### src/rtl/commit_trace_pkg.sv
// Shared types and default sizes for the commit-trace producer.
//   commit_rec_t : one buffered writeback record {inst, dnpc, invalid}
//   CT_DEPTH     : default FIFO depth (power of two, >= 2)
//   CT_INST_W    : instruction word width
//   CT_PC_W      : dnpc width
package commit_trace_pkg;

   localparam int unsigned CT_DEPTH  = 4;
   localparam int unsigned CT_INST_W = 32;
   localparam int unsigned CT_PC_W   = 64;

   typedef struct packed {
      logic [CT_INST_W-1:0] inst;
      logic [CT_PC_W-1:0]   dnpc;
      logic                 invalid;
   } commit_rec_t;

endpackage

### src/rtl/commit_fifo_mem.sv
// Register array holding commit records for commit_trace_fifo.
//   clk     : write clock
//   wr_en   : write wr_data into entry wr_addr on the rising edge
//   wr_addr : write index
//   wr_data : record to store
//   rd_addr : read index (combinational read)
//   rd_data : record at rd_addr
// The array is intentionally not reset; occupancy is tracked by the caller.
module commit_fifo_mem
   import commit_trace_pkg::*;
#(
   parameter int unsigned DEPTH = CT_DEPTH,
   parameter int unsigned AW    = $clog2(CT_DEPTH)
) (
   input  logic          clk,
   input  logic          wr_en,
   input  logic [AW-1:0] wr_addr,
   input  commit_rec_t   wr_data,
   input  logic [AW-1:0] rd_addr,
   output commit_rec_t   rd_data
);

   commit_rec_t mem [DEPTH];

   always_ff @(posedge clk) begin
      if (wr_en) begin
         mem[wr_addr] <= wr_data;
      end
   end

   assign rd_data = mem[rd_addr];

endmodule

### src/rtl/commit_trace_fifo.sv
// Producer side of the commit-trace interface. Drops killed writeback records,
// buffers the rest and hands them to the trace consumer over valid/ready.
// Also counts retired records and latches a sticky illegal-instruction flag.
//   clk, rst_n                       : clock, async active-low reset
//   wb_valid/wb_inst/wb_dnpc         : writeback record from the WB stage
//   wb_kill                          : record squashed, never buffered
//   wb_invalid                       : record decoded as illegal
//   wb_ready                         : a slot is free this cycle
//   out_valid/out_inst/out_dnpc/
//   out_invalid                      : head record (zeroed when empty)
//   out_ready                        : consumer takes the head this cycle
//   commit_cnt                       : records dequeued since reset
//   err_invalid                      : an illegal record has been dequeued
module commit_trace_fifo
   import commit_trace_pkg::*;
#(
   parameter int unsigned DEPTH = CT_DEPTH
) (
   input  logic                 clk,
   input  logic                 rst_n,
   input  logic                 wb_valid,
   input  logic [CT_INST_W-1:0] wb_inst,
   input  logic [CT_PC_W-1:0]   wb_dnpc,
   input  logic                 wb_kill,
   input  logic                 wb_invalid,
   output logic                 wb_ready,
   output logic                 out_valid,
   output logic [CT_INST_W-1:0] out_inst,
   output logic [CT_PC_W-1:0]   out_dnpc,
   output logic                 out_invalid,
   input  logic                 out_ready,
   output logic [63:0]          commit_cnt,
   output logic                 err_invalid
);

   localparam int unsigned AW = $clog2(DEPTH);
   localparam logic [AW:0] FULL_CNT = (AW + 1)'(DEPTH);

   logic [AW-1:0] rd_ptr;
   logic [AW-1:0] wr_ptr;
   logic [AW:0]   count;
   logic          push;
   logic          pop;
   commit_rec_t   wr_rec;
   commit_rec_t   head_rec;

   // Ready comes from occupancy only, so there is no out_ready -> wb_ready path;
   // a full FIFO refuses a push even in a cycle where it also pops.
   assign wb_ready  = (count != FULL_CNT);
   assign out_valid = (count != '0);
   assign push      = wb_valid & wb_ready & ~wb_kill;
   assign pop       = out_valid & out_ready;

   assign wr_rec = '{inst: wb_inst, dnpc: wb_dnpc, invalid: wb_invalid};

   commit_fifo_mem #(
      .DEPTH (DEPTH),
      .AW    (AW)
   ) u_mem (
      .clk     (clk),
      .wr_en   (push),
      .wr_addr (wr_ptr),
      .wr_data (wr_rec),
      .rd_addr (rd_ptr),
      .rd_data (head_rec)
   );

   // Unwritten storage is never reset, so mask the head when nothing is buffered.
   assign out_inst    = out_valid ? head_rec.inst    : '0;
   assign out_dnpc    = out_valid ? head_rec.dnpc    : '0;
   assign out_invalid = out_valid ? head_rec.invalid : 1'b0;

   always_ff @(posedge clk or negedge rst_n) begin
      if (!rst_n) begin
         rd_ptr      <= '0;
         wr_ptr      <= '0;
         count       <= '0;
         commit_cnt  <= '0;
         err_invalid <= 1'b0;
      end else begin
         if (push) begin
            wr_ptr <= wr_ptr + 1'b1;
         end
         if (pop) begin
            rd_ptr     <= rd_ptr + 1'b1;
            commit_cnt <= commit_cnt + 64'd1;
            if (head_rec.invalid) begin
               err_invalid <= 1'b1;
            end
         end
         unique case ({push, pop})
            2'b10:   count <= count + 1'b1;
            2'b01:   count <= count - 1'b1;
            default: count <= count;
         endcase
      end
   end

endmodule

### config.mk
export PLATFORM = sky130hd
export DESIGN_NAME = commit_trace_fifo
export DESIGN_NICKNAME = d
export VERILOG_FILES = /design/src/rtl/commit_trace_pkg.sv /design/src/rtl/commit_fifo_mem.sv /design/src/rtl/commit_trace_fifo.sv
export SDC_FILE = /design/constraint.sdc
export NUM_CORES = 1
export LEC_CHECK = 0
export ABC_AREA = 1
export ABC_CLOCK_PERIOD_IN_PS = 8100
export BUFFER_PORTS_ARGS = -buffer_cell sky130_fd_sc_hd__buf_2
export CAP_MARGIN = 30
export CORE_MARGIN = 3
export CORE_UTILIZATION = 53
export DETAILED_ROUTE_END_ITERATION = 8
export GPL_TIMING_DRIVEN = 0
export MAX_ROUTING_LAYER = met4
export PLACE_DENSITY_LB_ADDON = 0.08
export SETUP_SLACK_MARGIN = 0.5
export SYNTH_ARGS = -nofsm -noshare
export SYNTH_HDL_FRONTEND = slang
export SYNTH_HIERARCHICAL = 1
export SYNTH_SLANG_ARGS = --single-unit
### constraint.sdc
create_clock -name clk -period 8.1 [get_ports clk]
set_input_delay 1.62 -clock clk [delete_from_list [all_inputs] [get_ports clk]]
set_output_delay 1.62 -clock clk [all_outputs]
set_load 0.01 [all_outputs]
==> impl_results.md <==
* Overall routing resource usage at 0.255
* Pint at 0.00502 W
* Clock network power share at 0.251
* Largest net degree at the start of global routing at 52
* Clk Latency, worst-skew pair at 0.58 ns
* Sequential power share at 0.364
* Clk buf depth at 3
* Fmax at 0.236 GHz
* Syn nets at 2395
* Routability congestion estimate from global placement at 0.930
* Worst Path Arrival at 2.62 ns
* Io pins at 266
* Worst hold path stage count at 1
* Worst Path Buf+Inv at 4
* Unique cell type count in the Yosys netlist at 35
* Initial Util at 0.545
* Via Count at 15524
* Cell Rows at 72
* Critical path peak fanout at 10
* Routed wire per std cell at 16.4 µm
* Crit-path cells: nor2_2, nand2_4, inv_2, buf_2, buf_2, nor2_1, buf_2
* Most common cell after layout, fill and taps aside: nand2_1
* Post-Route WL at 52600 µm
* Die width at 207 µm
* RSZ-0062 raised after global routing: no
* Hold Violations, Final at 0
* CP startpoint kind: flop
* Critical path class: reg -> out
* Die H at 207 µm
* Hold WC Path Type: reg -> reg
* Reg area at 0.0135 mm²
* Critical-path top delay cell: dfrtp_1
* Run status: complete, no violations
* First-pass GRT wire length at 81300 µm
* CTS tree: built
* First-pass detailed-route iteration total at 5
* Synthesized area at 0.0214 mm²
* Cells after Synth at 2290
* Most frequent cells in the layout: nand2_1 (641), inv_1 (557), edfxtp_1 (388)
* CP Depth at 7
* Layout net count at 2756
* Hold Slack at 0.493 ns
* Ys flop type: edfxtp_1
* Area of the multi-input gates at 0.00539 mm²
* Initial antenna violation count at 14
* Area post-placement at 0.0239 mm²
* Worst-path clk slew at 0.05 ns
* Ys async rst share at 0.157
* Total congestion overflow at 0
* H-tree depth at 2
* CORE AREA at 0.0393 mm²
* Filler cells at 3275
* Min Tclk post-route at 4.24 ns
* Final Max Tran Viols at 0
* Number of synthesized flops with an enable pin at 388
* Crit. End Element: output pin
* Vias/cell at 4.83
* CP top delay family: buffers and inverters
* PortBufs at 265
* Post-route DRC at 0
* Count of clock tree sinks at 460
* Syn avg cell area at 9.34 µm²
* Max incr delay on CP at 0.41 ns
* Area grow syn2layout at 18.6%
* Max_slew headroom at 0.471
* Layout cells sized above 1 at 0.176
* Sw Ratio at 0.369
* Worst Clk Skew at 0.00907 ns
* R2R depth at 12
* Via count of the first global-routing pass at 15227
* CTS Buf Count at 48
* MaxCap Viol Count at 0
* Fin area at 0.0254 mm²
* Cell leakage power at 12.4 nW
* #FFs+latches synth at 460
* Slew at the pin closest to its max-slew limit at 0.789 ns
* Iteration-0 DRC Markers at 959
* Max IR drop VDD at 0.000244 V
* Post-route ant nets at 0
* DP HPWL at 37700 µm
* Fin crit share at 0.524
* Root Driver: clkbuf_16
* Pwr dens at 314 mW/mm²
* Sequential share of the synthesized area at 0.629
* NetSw at 0.00294 W
* Most used cell, CP: buf_2
* Die area at 0.0428 mm²
* Total setup buffers inserted after CTS at 0
* Final setup fails at 0
* Ys Warns at 6
* Critical Path RT at 6.48 ns
* Cts repair resizes at 0
* CTS Hold Bufs at 0
* Comb pwr share at 0.385
path summary, 6_finish.rpt:
path,startpoint,to,slack (ns)
setup / recovery,count[1]$_DFFE_PN0P_,out_dnpc[57],3.86
hold / removal,rd_ptr[1]$_DFFE_PN0P_,rd_ptr[1]$_DFFE_PN0P_,0.49
setup reg to reg,count[0]$_DFFE_PN0P_,u_mem/mem[2][21]$_DFFE_PP_,5.17
hold reg to reg,rd_ptr[1]$_DFFE_PN0P_,rd_ptr[1]$_DFFE_PN0P_,0.49
max in group asynchronous,rst_n,commit_cnt[49]$_DFFE_PN0P_,6.60
min in group asynchronous,rst_n,commit_cnt[18]$_DFFE_PN0P_,0.94
Yosys cell counts, types with 3 or more instances:
master | count | area, µm²
nand4_1 | 14 | 87.6
edfxtp_1 | 388 | 11700
nand3_1 | 231 | 1160
clkbuf_1 | 17 | 63.8
xor2_1 | 29 | 254
inv_1 | 557 | 2090
buf_2 | 23 | 115
dfrtp_1 | 72 | 1800
xnor2_1 | 21 | 184
o21ai_0 | 3 | 15.0
nand2_2 | 5 | 31.3
nand2_1 | 641 | 2410
nor2_4 | 9 | 101
nor2_1 | 191 | 717
buf_4 | 31 | 233
inv_2 | 3 | 11.3
nor3_1 | 12 | 60.1
nor2_2 | 10 | 62.6
nand2_4 | 6 | 67.6
nand3b_1 | 4 | 30.0
buf_6 | 5 | 56.3
cell families (layout without fill, tap and decap cells):
family                   Yosys count  in the layout  share of synthesized area
AND/OR/NAND/NOR                 1132           1132                      0.226
buffers and inverters            637           1030                      0.120
flip-flops                       460            460                      0.629
XOR/XNOR                          50             50                     0.0205
AO/OA/AOI/OAI                      8              8                    0.00275
adder cells (fa/ha/maj)            3              3                    0.00210
other                              0             15                          0
layer usage:
layer / global-route usage / vias to the layer above / share of wire
met3: 0.0474 / 75 / 0.068
met4: 0.0790 / 0 / 0.024
met5: - / - / 0
met1: 0.326 / 7279 / 0.42
met2: 0.417 / 420 / 0.49
li1: - / 7750 / -
state kept, by name, summed over array words and instances, names as in the netlist:
register and cells:
count 3, u_mem/mem 388, rd_ptr 2, wr_ptr 2, commit_cnt 64, err_invalid 1
power by group through the flow:
stage	clock [W]	combinational, W	sequential, W
2_1_floorplan	0	0.00187	0.00299
3_3_place_gp	0	0.00297	0.00304
3_5_place_dp	0	0.00310	0.00295
4_1_cts	0.00205	0.00311	0.00290
5_1_grt	0.00214	0.00343	0.00292
6_report	0.00200	0.00307	0.00290
per-stage QoR:
step                      setup WS (ns)  TNS (ns)  utilization  total power (W)  instances
after CTS                          3.83         0        0.645          0.00806       3201
after floorplan                   -1.06   -410.97            -          0.00486       2290
after global routing               3.75         0        0.646          0.00848       3215
final                              3.86         0        0.646          0.00797       3216
after global placement            -7.00  -2671.85        0.595          0.00602       3073
after detailed placement           3.98         0        0.609          0.00605       3119
final cells by class:
cell class                      count  share of cell area
Inverter                          561              0.0831
Multi-Input combinational cell   1193               0.212
Clock inverter                     13             0.00256
Clock buffer                       69              0.0529
Tap cell                          518              0.0255
Antenna cell                       15             0.00148
Timing Repair Buffer              311              0.0737
Buffer                             76              0.0184
Sequential cell                   460               0.530
Power figures use the tool's default switching activity.
